`config.mk`:
```
export PLATFORM = sky130hd
export DESIGN_NAME = uart_tx
export DESIGN_NICKNAME = d
export VERILOG_FILES = /design/src/rtl/uart_tx.sv
export SDC_FILE = /design/constraint.sdc
export NUM_CORES = 1
export LEC_CHECK = 0
export ABC_AREA = 1
export BUFFER_PORTS_ARGS = -buffer_cell sky130_fd_sc_hd__buf_4
export CORE_MARGIN = 3
export CORE_UTILIZATION = 55
export CTS_CLUSTER_SIZE = 10
export DETAILED_ROUTE_END_ITERATION = 6
export GPL_TIMING_DRIVEN = 0
export PLACE_DENSITY = 0.72
export SETUP_SLACK_MARGIN = 0.3
export SLEW_MARGIN = 30
export SYNTH_ARGS = -nofsm -noshare
export SYNTH_HDL_FRONTEND = slang
export SYNTH_SLANG_ARGS = --single-unit
```
`constraint.sdc`:
```
create_clock -name CLK -period 2.2 [get_ports CLK]
set_input_delay 0.44 -clock CLK [delete_from_list [all_inputs] [get_ports CLK]]
set_output_delay 0.44 -clock CLK [all_outputs]
set_load 0.05 [all_outputs]
```
`src/rtl/uart_tx.sv`:
```
// ---------------------------------------------------------------------------
// uart_tx -- buffered 8N1 UART transmitter.
//
// Accepts bytes over a valid/ready handshake and holds them in a small FIFO.
// A serializer then drains the FIFO onto the serial line: one start bit
// (low), eight data bits sent LSB first, and one stop bit (high). Every bit
// lasts CLKS_PER_BIT clock cycles.
//
// Parameters:
//   CLKS_PER_BIT  clock cycles per serial bit (>= 2)
//   FIFO_DEPTH    byte entries in the queue (power of two, >= 2)
//
// Ports:
//   CLK       in   1  clock; all state updates on the rising edge
//   RST_N     in   1  asynchronous active-low reset
//   wr_valid  in   1  a byte is presented on wr_data
//   wr_data   in   8  byte to transmit
//   wr_ready  out  1  FIFO can take a byte this cycle (registered state only)
//   tx        out  1  serial line, idles high, driven from a flop
//   busy      out  1  FIFO non-empty or a frame in flight
// ---------------------------------------------------------------------------
module uart_tx #(
    parameter int CLKS_PER_BIT = 868,
    parameter int FIFO_DEPTH   = 4
) (
    input  logic       CLK,
    input  logic       RST_N,
    input  logic       wr_valid,
    input  logic [7:0] wr_data,
    output logic       wr_ready,
    output logic       tx,
    output logic       busy
);

    localparam int PTR_W  = $clog2(FIFO_DEPTH);
    localparam int CNT_W  = PTR_W + 1;
    localparam int BAUD_W = $clog2(CLKS_PER_BIT);

    localparam logic [BAUD_W-1:0] BAUD_LAST = BAUD_W'(CLKS_PER_BIT - 1);
    localparam logic [CNT_W-1:0]  CNT_FULL  = CNT_W'(FIFO_DEPTH);

    typedef enum logic [1:0] {
        S_IDLE,
        S_START,
        S_DATA,
        S_STOP
    } state_e;

    // ------------------------------------------------------------------
    // FIFO
    // ------------------------------------------------------------------
    logic [7:0]       fifo_mem [FIFO_DEPTH];
    logic [PTR_W-1:0] wr_ptr_q;
    logic [PTR_W-1:0] wr_ptr_d;
    logic [PTR_W-1:0] rd_ptr_q;
    logic [PTR_W-1:0] rd_ptr_d;
    logic [CNT_W-1:0] count_q;
    logic [CNT_W-1:0] count_d;

    logic             push;
    logic             pop;
    logic             fifo_empty;
    logic [7:0]       fifo_head;

    // ------------------------------------------------------------------
    // Serializer
    // ------------------------------------------------------------------
    state_e           state_q;
    state_e           state_d;
    logic [BAUD_W-1:0] baud_q;
    logic [BAUD_W-1:0] baud_d;
    logic [2:0]       bit_q;
    logic [2:0]       bit_d;
    logic [7:0]       shift_q;
    logic [7:0]       shift_d;
    logic             tx_q;
    logic             tx_d;
    logic             baud_last;

    assign wr_ready   = (count_q != CNT_FULL);
    assign push       = wr_valid && wr_ready;
    assign fifo_empty = (count_q == '0);
    assign fifo_head  = fifo_mem[rd_ptr_q];
    assign baud_last  = (baud_q == BAUD_LAST);

    assign tx   = tx_q;
    assign busy = (state_q != S_IDLE) || !fifo_empty;

    // Pointers and occupancy. A simultaneous push and pop leaves count alone.
    always_comb begin
        wr_ptr_d = wr_ptr_q;
        rd_ptr_d = rd_ptr_q;
        count_d  = count_q;
        if (push) begin
            wr_ptr_d = wr_ptr_q + PTR_W'(1);
        end
        if (pop) begin
            rd_ptr_d = rd_ptr_q + PTR_W'(1);
        end
        case ({push, pop})
            2'b10:   count_d = count_q + CNT_W'(1);
            2'b01:   count_d = count_q - CNT_W'(1);
            default: count_d = count_q;
        endcase
    end

    // NOTE: storage has no reset; reset empties the FIFO by clearing the
    // pointers and count, so stale entries are never read.
    always_ff @(posedge CLK) begin
        if (push) begin
            fifo_mem[wr_ptr_q] <= wr_data;
        end
    end

    // Next-state logic. tx_d is the line level for the state being entered,
    // so the registered tx lines up exactly with the registered state.
    always_comb begin
        // NOTE: every output of this block gets a default first so no path
        // leaves a signal unassigned, which would infer a latch.
        state_d = state_q;
        baud_d  = baud_q;
        bit_d   = bit_q;
        shift_d = shift_q;
        tx_d    = 1'b1;
        pop     = 1'b0;

        case (state_q)
            S_IDLE: begin
                if (!fifo_empty) begin
                    pop     = 1'b1;
                    shift_d = fifo_head;
                    baud_d  = '0;
                    state_d = S_START;
                    tx_d    = 1'b0;
                end
            end

            S_START: begin
                if (baud_last) begin
                    baud_d  = '0;
                    bit_d   = '0;
                    state_d = S_DATA;
                    tx_d    = shift_q[0];
                end else begin
                    baud_d = baud_q + BAUD_W'(1);
                    tx_d   = 1'b0;
                end
            end

            S_DATA: begin
                if (baud_last) begin
                    baud_d  = '0;
                    shift_d = shift_q >> 1;
                    if (bit_q == 3'd7) begin
                        state_d = S_STOP;
                        tx_d    = 1'b1;
                    end else begin
                        bit_d = bit_q + 3'd1;
                        // Next bit is the one about to shift into position 0.
                        tx_d  = shift_q[1];
                    end
                end else begin
                    baud_d = baud_q + BAUD_W'(1);
                    tx_d   = shift_q[0];
                end
            end

            S_STOP: begin
                if (baud_last) begin
                    baud_d = '0;
                    // Chain straight into the next frame when data is waiting.
                    if (!fifo_empty) begin
                        pop     = 1'b1;
                        shift_d = fifo_head;
                        state_d = S_START;
                        tx_d    = 1'b0;
                    end else begin
                        state_d = S_IDLE;
                        tx_d    = 1'b1;
                    end
                end else begin
                    baud_d = baud_q + BAUD_W'(1);
                    tx_d   = 1'b1;
                end
            end

            default: begin
                state_d = S_IDLE;
                tx_d    = 1'b1;
            end
        endcase
    end

    // NOTE: state registers use non-blocking assignments so every flop
    // samples the pre-edge values regardless of statement order.
    always_ff @(posedge CLK or negedge RST_N) begin
        if (!RST_N) begin
            wr_ptr_q <= '0;
            rd_ptr_q <= '0;
            count_q  <= '0;
            state_q  <= S_IDLE;
            baud_q   <= '0;
            bit_q    <= '0;
            shift_q  <= '0;
            tx_q     <= 1'b1;
        end else begin
            wr_ptr_q <= wr_ptr_d;
            rd_ptr_q <= rd_ptr_d;
            count_q  <= count_d;
            state_q  <= state_d;
            baud_q   <= baud_d;
            bit_q    <= bit_d;
            shift_q  <= shift_d;
            tx_q     <= tx_d;
        end
    end

endmodule
```
# ---- After elaboration in Yosys (flattened, before gate mapping)
# Memory sizes are Yosys's and may differ from the RTL's.
# Cells that the tools add are included.
# W data, S select, Z words.
dict set report word_totals {
  reg_bits 31
  ramBits 32
  input_bits 11
  output_inout_bits 3
  wordCells 72
  memories 1
}
# memory depth word_bits read_ports rd_clocked_by_memory_dff write_ports line_no
set mem_list {}
lappend mem_list {fifo_mem 4 8 1 0 1 52} ;# logic [7:0] fifo_mem [FIFO_DEPTH];
dict set report op_classes {
  add_sub_neg 6
  n_eq_ne 14
  muxes 30
  reduce_logical 13
}
# cell count
set ops {}
lappend ops {{$mux W8} 3}
lappend ops {{$pmux W8 S3} 1}
lappend ops {{$mux W10} 2}
lappend ops {{$pmux W10 S2} 1}
lappend ops {{$ne A2 B2 Y1 const B} 6}
lappend ops {{$pmux W3 S2} 2}
lappend ops {{$add A10 B1 Y10 const B} 1}
lappend ops {{$eq A10 B10 Y1 const B} 1}
lappend ops {{$mux W1} 10}
lappend ops {{$mux W2} 5}
lappend ops {{$mux W3} 3}
lappend ops {{$pmux W2 S4} 1}
lappend ops {{$add A3 B1 Y3 const B} 2}
lappend ops {{$eq A2 B2 Y1 const B} 3}
lappend ops {{$reduce_bool A2 Y1} 3}
lappend ops {{$reduce_and A5 Y1} 1}
lappend ops {{$add A2 B1 Y2 const B} 2}
lappend ops {{$eq A2 B1 Y1 const B} 2}
lappend ops {{$pmux W1 S4} 1}
lappend ops {{$reduce_and A4 Y1} 1}
lappend ops {{$eq A3 B3 Y1 const B} 1}
lappend ops {{$logic_not A3 Y1} 1}
lappend ops {{$ne A3 B3 Y1 const B} 1}
lappend ops {{$reduce_and A3 Y1} 1}
lappend ops {{8 further kinds} 8}

# ---- Depth between registers and ports, before layout
# Gate-level depths: netlist of run 1.
dict set report logic_depth {
  ltp_word 6
  ltp_mapped 13
  ltp_nobuf 13
}

# ---- Worst setup path after synthesis of run 1
# OpenSTA, ideal clock, no wires.
dict set report synth_path {
  path_type {flip-flop to flip-flop}
  from {reg count_q[0]}
  to {reg count_q[2]}
  setup_ns 0.131
  t_arrival_ns 2.118
  slack_ns -0.049
  stages_incl_launch_ff 10
  path_buffers 0
  cell_sequence {dfrtp_1 nor2_2 nand2_1 nand2_1 ha_1 inv_1 fa_1 a21oi_1 o21ai_0 xor2_1}
}
dict set report synth_via {
  word_cells_on_any_way 12
  cone_classes {add/sub: 2; eq/ne: 3; mux: 4; reduce/logical: 3}
}
# item line_no
set synth_lines {}
lappend synth_lines {{start, declared} 57} ;# logic [CNT_W-1:0] count_q;
lappend synth_lines {{start signal, assigned} 209} ;# count_q <= count_d;
lappend synth_lines {{$ne A3 B3 Y1 *} 80} ;# assign wr_ready = (count_q != CNT_FULL);
lappend synth_lines {{named net wr_ready} 30} ;# output logic wr_ready,
lappend synth_lines {{$logic_and A1 B1 Y1 *} 81} ;# assign push = wr_valid && wr_ready;
lappend synth_lines {{$eq A2 B1 Y1 / $eq A2 B2 Y1 (equally long branches)} 100} ;# case ({push, pop})
lappend synth_lines {{$pmux W3 S2 / $reduce_bool A2 Y1 (equally long branches)} -}
# Mark *: on every way through the listed nets, which the timed path passes. The rest lies on a longest branch.
# A chain may end at the register's enable or synchronous reset.

# ---- Final worst setup path of run 1
dict set report layout_path {
  from {reg baud_q[4]}
  to {reg count_q[2]}
}
dict set report layout_via {
  elab_chain_cells 5
  word_cells_on_any_way 7
  cone_classes {eq/ne: 3; mux: 3; reduce/logical: 1}
}
# item line_no
set layout_rtl {}
lappend layout_rtl {{start, declared} 70} ;# logic [BAUD_W-1:0] baud_q;
lappend layout_rtl {{start signal, assigned} 211} ;# baud_q <= baud_d;
lappend layout_rtl {{$eq A10 B10 Y1 *} 84} ;# assign baud_last = (baud_q == BAUD_LAST);
lappend layout_rtl {{$mux W1 *} 169} ;# if (baud_last) begin
lappend layout_rtl {{$pmux W1 S2 *} 127} ;# case (state_q)
lappend layout_rtl {{named net pop} 61} ;# logic pop;
lappend layout_rtl {{$eq A2 B1 Y1 / $eq A2 B2 Y1 (equally long branches)} 100}
lappend layout_rtl {{$pmux W3 S2 / $reduce_bool A2 Y1 (equally long branches)} -}
# Marks and branches as above.

==> out/results.txt, run 1 <==
Initial DRC count = 137
Congestion Overflow GR = 0
Design Area, Final = 3887 sq um
R2R Setup Slk = 150 ps
Port Buffer Count = 13
Maximum clock frequency = 486.7 MHz
Power share of the sequential group = 0.479
Synth Instances = 331
Fin. max-slew vios = 0
Startpoint types = flip-flop
Vias = 2393
Commonest cells after routing, fill and taps aside = 71 x nand2_1, 37 x inv_1, 36 x nand3_1
Fin crit share = 0.9338
Avg Inst Size Synth = 9.590 sq um
CP Class = reg2reg
TritonCTS clock tree = built
Sw Share = 0.2843
Int Pwr = 2.225 mW
Crit path capture type = flip-flop
CTS clk-pin slew, worst paths = 80 ps
Die X = 81.97 um
Clock Path Buffers = 2
Final critical-path setup slack = 145.5 ps
Post-synthesis sequential area ratio = 0.5475
Psw = 883.8 uW
FF+latch count, synth = 63
Num CTS Buffers = 9
Layout net count = 403
First-pass GRT wire length = 11230 um
Crit path max fanout = 3
Routed Antenna Nets = 0
DP Worst Slack = -29.78 ps
Post-synthesis instance area = 3174 sq um
Yosys cell types = 33
DRC Markers = 0
Detailed Routing Iterations Pass 1 = 4
Site Rows = 27
Worst Path Arrival = 2280 ps
PD cells = 799.6 nW/um^2
Die height = 81.97 um
Core area = 5540 sq um
Worst vdd ir = 0.8620 mV
Starting Density = 0.5729
Maxcap violations = 0
Clock power frac = 0.370
Most common cell after layout, fill and taps aside = nand2_1
Clock insertion delay at the later pin of the skew report = 350 ps
N_diodes = 0
Worst slew pin tran = 780.4 ps
IO Pins = 14
Clk_skew = 12.54 ps
Worst endpoint required time = 2430 ps
Initial antenna violation count = 0
Total track usage = 0.2298
Ys Warns = 0
Hpwl dp = 4310 um
FF-to-FF End = count_q[2]$_DFFE_PN0P_
Mapped Nets = 356
Area delta synth->final = 22.47%
Combinational share of power = 0.151
HP Class = in2async
Final Setup Violations = 0
Layout cells sized above 1 = 0.2846
Outcome = finished clean
H-tree levels = 3
Fin crit period = 2054 ps
Fin. Hold Viols = 0
Lkg Pwr = 1.752 nW
Relative slew slack = 0.4778
Crit Reg-Reg Startpoint = baud_q[4]$_DFFE_PN0P_
RSZ-0062 raised after global routing = yes
Vias/cell = 5.259
Cells on worst reg2reg path = 13
Post-DP Area = 3387 sq um
Die ar. = 6719 sq um
Gp weighted congestion = 0.8474
Clock sink total = 63
Vias in the first global route = 2440
Drt total wl = 6790 um
Largest net degree at the start of global routing = 32
WL/cell = 14.92 um
Cell chosen for the clock root = clkbuf_8
Filler cells = 420
==> how the worst max path moves through the flow <==
stage	end	cells after the start	start
after CTS	count_q[2]$_DFFE_PN0P_	13	baud_q[0]$_DFFE_PN0P_
after floorplan	count_q[2]$_DFFE_PN0P_	13	baud_q[1]$_DFFE_PN0P_
after detailed placement	count_q[2]$_DFFE_PN0P_	13	baud_q[0]$_DFFE_PN0P_
final	count_q[2]$_DFFE_PN0P_	13	baud_q[4]$_DFFE_PN0P_
after global routing	count_q[2]$_DFFE_PN0P_	13	baud_q[4]$_DFFE_PN0P_
after global placement	count_q[2]$_DFFE_PN0P_	13	baud_q[0]$_DFFE_PN0P_
==> per-layer routing <==
| metal | global-route usage | share of wire | wire, um | vias to the layer above |
|---|---|---|---|---|
| li1 | - | - | - | 1183 |
| met1 | 0.2751 | 0.43 | 2945 | 1146 |
| met2 | 0.3893 | 0.52 | 3527 | 50 |
| met3 | 0.05373 | 0.029 | 194 | 14 |
| met4 | 0.1096 | 0.018 | 123 | 0 |
| met5 | 0 | 0 | 0 | - |
==> cell families (layout without fill, tap and decap cells) <==
kind of cell,after synthesis,in the layout,share of synthesized area
AOI/OAI and AO/OA,43,43,0.08199
buffers and inverters,52,104,0.07016
DFF,63,63,0.5475
adders and majority gates,14,14,0.05755
xor gates and xnor gates,8,8,0.02207
and+or+nand+nor,151,151,0.2207
==> state kept, by name, indices dropped and copies added (netlist names) <==
| register | cells |
|---|---|
| tx | 1 |
| count_q | 3 |
| bit_q | 3 |
| state_q | 2 |
| wr_ptr_q | 2 |
| shift_q | 8 |
| fifo_mem | 32 |
| rd_ptr_q | 2 |
| baud_q | 10 |
==> power by group through the flow <==
stage,sequential (mW),clock (mW),combinational (mW)
global placement,1.50,0,0.418
global route,1.50,1.23,0.534
CTS,1.49,1.17,0.469
floorplan,1.49,0,0.307
finish,1.49,1.15,0.468
detailed placement,1.51,0,0.435
==> timing repair <==
action                                  in CTS  in global routing
pin swaps                                   12                 10
endpoints found under the setup margin       3                 13
gates resized for setup                     17                 13
hold buffers                                 0                  0
buffers inserted                            19                  4
==> final cells by class <==
type | count | area [sq um] | share of cell area
Clock buffer | 9 | 123.9 | 0.03186
Inverter | 46 | 177.7 | 0.04570
Clock inverter | 7 | 103.9 | 0.02671
Sequential cell | 63 | 1740 | 0.4477
Multi-Input combinational cell | 216 | 1306 | 0.3360
Buffer | 6 | 45.04 | 0.01159
Timing Repair Buffer | 36 | 300.3 | 0.07724
Tap cell | 72 | 90.09 | 0.02317
==> critical path, cell delays in order, from the launching register on <==
cell and delay, ps:
dfrtp_1 410, nor2_2 140, nand2_2 80, nor2_4 90, nand4_1 110, nand2_2 130, nand2_2 80, inv_2 70
ha_4 120, inv_2 40, fa_2 340, a21oi_2 120, o21ai_1 80, xor2_1 140
==> stage by stage <==
step                      cells  TNS, ps  utilization  hold slack (ps)  total power [mW]
after floorplan             331        0            -            144.4             1.798
after global placement      416        0       0.6113            396.2             1.917
after detailed placement    416   -29.78       0.6113            401.7             1.947
after CTS                   451        0       0.6886            12.81             3.131
after global routing        455        0       0.7017            31.72             3.272
final                       455        0       0.7017            15.41             3.108
==> Yosys cell counts (all sizes together) <==
library cell | count | area, sq um
nand4 | 3 | 18.77
nor3b | 1 | 7.510
nor3 | 2 | 21.27
nand3 | 36 | 180.2
nand3b | 1 | 7.510
buf | 6 | 45.04
dfstp | 1 | 26.28
o22ai | 3 | 18.77
nand2 | 90 | 377.9
a21oi | 7 | 35.03
nor4 | 1 | 6.260
ha | 13 | 162.7
xnor2 | 2 | 17.52
fa | 1 | 20.02
xor2 | 6 | 52.55
edfxtp | 32 | 960.9
clkinv | 2 | 12.51
nor2 | 17 | 81.33
dfrtp | 30 | 750.7
a22o | 1 | 8.760
o21ai | 32 | 197.7
inv | 44 | 165.2
Note: power is estimated with default switching activity, not from simulation.
==> inputs of run 2 (changes only) <==
CTS_BUF_LIST = sky130_fd_sc_hd__clkbuf_8 sky130_fd_sc_hd__clkbuf_16   (was not set)
GPL_TIMING_DRIVEN = not set   (was 0)
==> run 2 against run 1 <==
  * Register-to-register slack about the same
  * Via count down 0.79%
  * Clock skew down 4.5 ps
  * Power down 6.6%
  * Sequential share of layout area up 0.27 points
  * Non-clock buffer count up 8
  * Die area unchanged
  * Combinational power up 4.7%
  * Sequential cell count unchanged
  * Fmax up 0.58%
  * Clock power down 19%
  * Count of clock-buffer cells in the layout unchanged
  * Critical endpoint unchanged
  * Largest power group unchanged
==> out/results.txt, run 2 (synthesis gave the netlist of run 1 again) <==
Crit path max fanout = 3
CP startpoint = baud_q[1]$_DFFE_PN0P_
Most common cell after layout, fill and taps aside = nand2_1
IO Pins = 14
Pwr Total = 2.904 mW
Fin. max-slew vios = 0
Outcome = finished clean
Regs by FF count = fifo_mem x32, baud_q x10, shift_q x8
Hpwl dp = 4037 um
Die ar. = 6719 sq um
Area delta synth->final = 21.64%
Layout cells sized above 1 = 0.2890
DRC Markers = 0
Relative slew slack = 0.7010
Vias/cell = 5.127
Worst vdd ir = 0.5296 mV
Vias = 2374
HP Class = in2async
Worst Path Arrival = 2280 ps
Num CTS Buffers = 9
Drt total wl = 6294 um
CP Class = reg2reg
Fin crit period = 2043 ps
Vias in the first global route = 2298
WL/cell = 13.59 um
Site Rows = 27
RSZ-0062 raised after global routing = yes
Core area = 5540 sq um
DP Worst Slack = 75.13 ps
Clock Path Buffers = 2
Initial antenna violation count = 0
Startpoint types = flip-flop
Cell chosen for the clock root = clkbuf_8
Fin crit share = 0.9285
Commonest cells after routing, fill and taps aside = 70 x nand2_1, 48 x buf_4, 37 x inv_1
Gp weighted congestion = 0.8379
Hold Slack = 12.56 ps
Final critical-path setup slack = 157.4 ps
Reg with most FFs = fifo_mem
Clock sink total = 63
Final Setup Violations = 0
Detailed Routing Iterations Pass 1 = 4
TritonCTS clock tree = built
Fin. Hold Viols = 0
Maximum clock frequency = 489.6 MHz
Max FFs per register = 32
Die X = 81.97 um
Largest net degree at the start of global routing = 32
Worst endpoint required time = 2430 ps
Total track usage = 0.2097
First-pass GRT wire length = 10460 um
N_diodes = 0
Crit path capture type = flip-flop
Die height = 81.97 um
Clk_skew = 8.030 ps
CTS clk-pin slew, worst paths = 80 ps
Worst slew pin tran = 444.4 ps
Clock insertion delay at the later pin of the skew report = 350 ps
Initial DRC count = 104
Routed Antenna Nets = 0
Starting Density = 0.5729
H-tree levels = 3
Port Buffer Count = 13
Lkg Pwr = 1.770 nW
Maxcap violations = 0
Crit Reg-Reg Startpoint = baud_q[1]$_DFFE_PN0P_
Layout net count = 411
Congestion Overflow GR = 0
PD cells = 752.1 nW/um^2
[run 2: cell count changes in the layout (fill, tap and decap cells not counted), sizes merged]
cell,before,now
bufinv,2,0
buf,42,50
clkinv,5,6
clkinvlp,0,2
inv,46,45
[run 2: timing repair]
item                                    4_1_cts  5_1_grt
pin swaps                                    12        8
buffers inserted                             18        6
gates resized for setup                      10       10
endpoints found under the setup margin        3       13
hold buffers                                  0        0
[run 2: critical path: stages, from the launching register on]
cell     delay, ps
dfrtp_1        410
ha_4           170
nand2_4         60
nor2_4          80
nand4_1        100
nand2_2        120
nand2_2         60
inv_2           70
ha_4           120
inv_2           40
fa_2           340
a21oi_2        110
o21ai_1         80
xor2_1         170
[run 2: layout make-up]
| class | instances | area (sq um) |
|---|---|---|
| clock buffers | 9 | 123.9 |
| fillers | 428 | 1679 |
| multi-input cells | 216 | 1284 |
| flip-flops and latches | 63 | 1739 |
| inverters | 46 | 181.4 |
| well taps | 72 | 90.09 |
| clock inverters | 7 | 56.30 |
| repair buffers | 50 | 386.6 |
[run 2: power breakdown]
group	internal (mW)	leakage [nW]	switching, mW
logic	0.179	1.01	0.311
clock network	0.419	0.0902	0.508
registers	1.42	0.670	0.0701
total	2.01	1.77	0.889
[run 2: path summary, 6_finish.rpt]
| kind | endpoint | slack [ps] | cells past startpoint |
|---|---|---|---|
| setup reg to reg | count_q[2]$_DFFE_PN0P_ | 160 | 13 |
| max in group asynchronous | tx$_DFF_PN1_ | 1860 | 1 |
| hold reg to reg | bit_q[1]$_DFFE_PN0P_ | 490 | 2 |
| min in group CLK | fifo_mem[3][4]$_DFFE_PP_ | 280 | 1 |
| setup / recovery | count_q[2]$_DFFE_PN0P_ | 160 | 13 |
| hold / removal | baud_q[6]$_DFFE_PN0P_ | 10 | 1 |
[run 2: layer usage]
| layer | part of all wire | vias up | GRT usage | wire, um |
|---|---|---|---|---|
| met5 | 0 | - | 0 | 0 |
| met1 | 0.46 | 1118 | 0.2744 | 2923 |
| met4 | 0.014 | 0 | 0.07973 | 87 |
| li1 | - | 1203 | - | - |
| met2 | 0.49 | 42 | 0.3360 | 3089 |
| met3 | 0.031 | 11 | 0.05263 | 194 |
[run 2: per-stage QoR]
step	cells	instance area, sq um	setup TNS, ps	util
after floorplan	331	3199	0	-
final	463	3861	0	0.6969
after detailed placement	423	3440	0	0.6208
after global placement	423	3440	0	0.6208
after global routing	463	3861	-4.806	0.6969
after CTS	457	3789	0	0.6838
==> inputs of run 3 (changes only) <==
RECOVER_POWER = 25   (was not set)
==> run 3 against run 2 <==
  * Critical endpoint unchanged
  * Sequential share of layout area up 0.088 points
  * Combinational power about the same
  * Highest routed layer unchanged
  * Non-clock buffer count unchanged
  * Clock skew about the same
  * The run now ends with max-capacitance violations, max-slew violations left
  * Largest power group unchanged
==> out/results.txt, run 3 (synthesis gave the netlist of run 1 again) <==
N_diodes = 0
Initial DRC count = 104
CTS clk-pin slew, worst paths = 80 ps
Crit path capture type = flip-flop
WL/cell = 13.59 um
Clock insertion delay at the later pin of the skew report = 350 ps
Worst Min Path Start = wr_data[4]
Worst endpoint required time = 2430 ps
Post-Layout Cell Count = 463
Metal-1 WL = 2897 um
DR WL met3 = 217 um
Combinational share of power = 0.168
Relative slew slack = -0.1319
H-tree levels = 3
Die X = 81.97 um
Outcome = complete, but fails checks
Worst Path Arrival = 2280 ps
Worst slew pin tran = 1698 ps
Maximum clock frequency = 489.2 MHz
Commonest cells after routing, fill and taps aside = 70 x nand2_1, 46 x buf_4, 37 x inv_1
Fin crit period = 2044 ps
Sw Share = 0.3058
Final Setup Violations = 0
Psw = 886.5 uW
Power share of the sequential group = 0.513
PD cells = 752.4 nW/um^2
CP bufs+invs = 2
Vias = 2370
Site Rows = 27
RSZ-0062 raised after global routing = yes
Initial antenna violation count = 0
Congestion Overflow GR = 0
Port Buffer Count = 13
Clock sink total = 63
Total track usage = 0.2097
Gp weighted congestion = 0.8379
Area delta synth->final = 21.40%
Vias in the first global route = 2298
DRC Markers = 0
Clock power frac = 0.319
Maxcap violations = 1
Die height = 81.97 um
HP Class = in2reg
Top sig layer = met4
R2R Setup Slk = 160 ps
Fin crit share = 0.9292
Clock Path Buffers = 2
Vias/cell = 5.119
Clk_skew = 7.867 ps
Die ar. = 6719 sq um
Layout net count = 411
Layout cells sized above 1 = 0.2839
TritonCTS clock tree = built
Reg with most FFs = fifo_mem
Most common cell after layout, fill and taps aside = nand2_1
First-pass GRT wire length = 10460 um
Fin. Hold Viols = 0
Fin. max-slew vios = 32
Routed Antenna Nets = 0
CP startpoint = baud_q[1]$_DFFE_PN0P_
Int Pwr = 2.013 mW
Drt total wl = 6290 um
Worst vdd ir = 0.5296 mV
Startpoint types = flip-flop
Detailed Routing Iterations Pass 1 = 4
Met2 wire len = 3088 um
Placed instance count = 423
Lkg Pwr = 1.763 nW
Hpwl dp = 4037 um
CP Class = reg2reg
Pwr Total = 2.900 mW
Starting Density = 0.5729
Slowest CP cell = dfrtp_1
Cell chosen for the clock root = clkbuf_8
Critical path cell sequence = ha_4 > nand2_4 > nor2_4 > nand4_1 > nand2_2 > nand2_2 > inv_2 > ha_4 > inv_2 > fa_2 > a21oi_2 > o21ai_1 > xor2_1
IO Pins = 14
Crit path max fanout = 3
Failing checks = max-capacitance violations, max-slew violations
Max FFs per register = 32
CTS Hold Bufs = 0
Core area = 5540 sq um
Largest net degree at the start of global routing = 32
Num CTS Buffers = 9
CP top delay family = adder cells
CP max stage delay = 410 ps
Regs by FF count = fifo_mem x32, baud_q x10, shift_q x8
Crit Reg-Reg Startpoint = baud_q[1]$_DFFE_PN0P_
run 3: worst paths after layout:
check,endpoint,cells after the start
max in group asynchronous,baud_q[2]$_DFFE_PN0P_,1
min in group asynchronous,baud_q[6]$_DFFE_PN0P_,1
min reg2reg,bit_q[1]$_DFFE_PN0P_,2
max reg2reg,count_q[2]$_DFFE_PN0P_,13
max,count_q[2]$_DFFE_PN0P_,13
min,fifo_mem[3][4]$_DFFE_PP_,1
run 3: per-stage QoR:
step,instance area [sq um],worst slack (ps),util,hold slack [ps],TNS (ps)
finish,3854,155.7,0.6956,285.4,0
global placement,3440,127.0,0.6208,400.7,0
detailed placement,3440,75.13,0.6208,403.7,0
floorplan,3199,152.6,-,144.4,0
global route,3854,-4.806,0.6956,271.0,-4.806
CTS,3789,146.4,0.6838,20.22,0
run 3: layer usage:
metal,vias up,global-route usage
li1,1202,-
met1,1115,0.2744
met2,42,0.3360
met3,11,0.05263
met4,0,0.07973
met5,-,0
run 3: repair_timing:
item,in CTS,in global routing
endpoints found under the hold margin,0,0
pin swaps,12,8
setup buffers,18,6
setup endpoints to repair,3,13
resized for setup,10,10
run 3: area by class of cell:
class,count,area (sq um)
multi-input cells,216,1284
repair buffers,50,379.1
inverters,46,181.4
fillers,429,1687
clock inverters,7,56.30
well taps,72,90.09
flip-flops and latches,63,1739
clock buffers,9,123.9
run 3: power groups by stage:
stage / Combinational [mW] / Sequential [mW] / Clock, mW
after floorplan: 0.307 / 1.49 / 0
after global placement: 0.453 / 1.50 / 0
after detailed placement: 0.469 / 1.50 / 0
after CTS: 0.487 / 1.48 / 0.940
after global routing: 0.559 / 1.50 / 1.01
final: 0.488 / 1.49 / 0.925
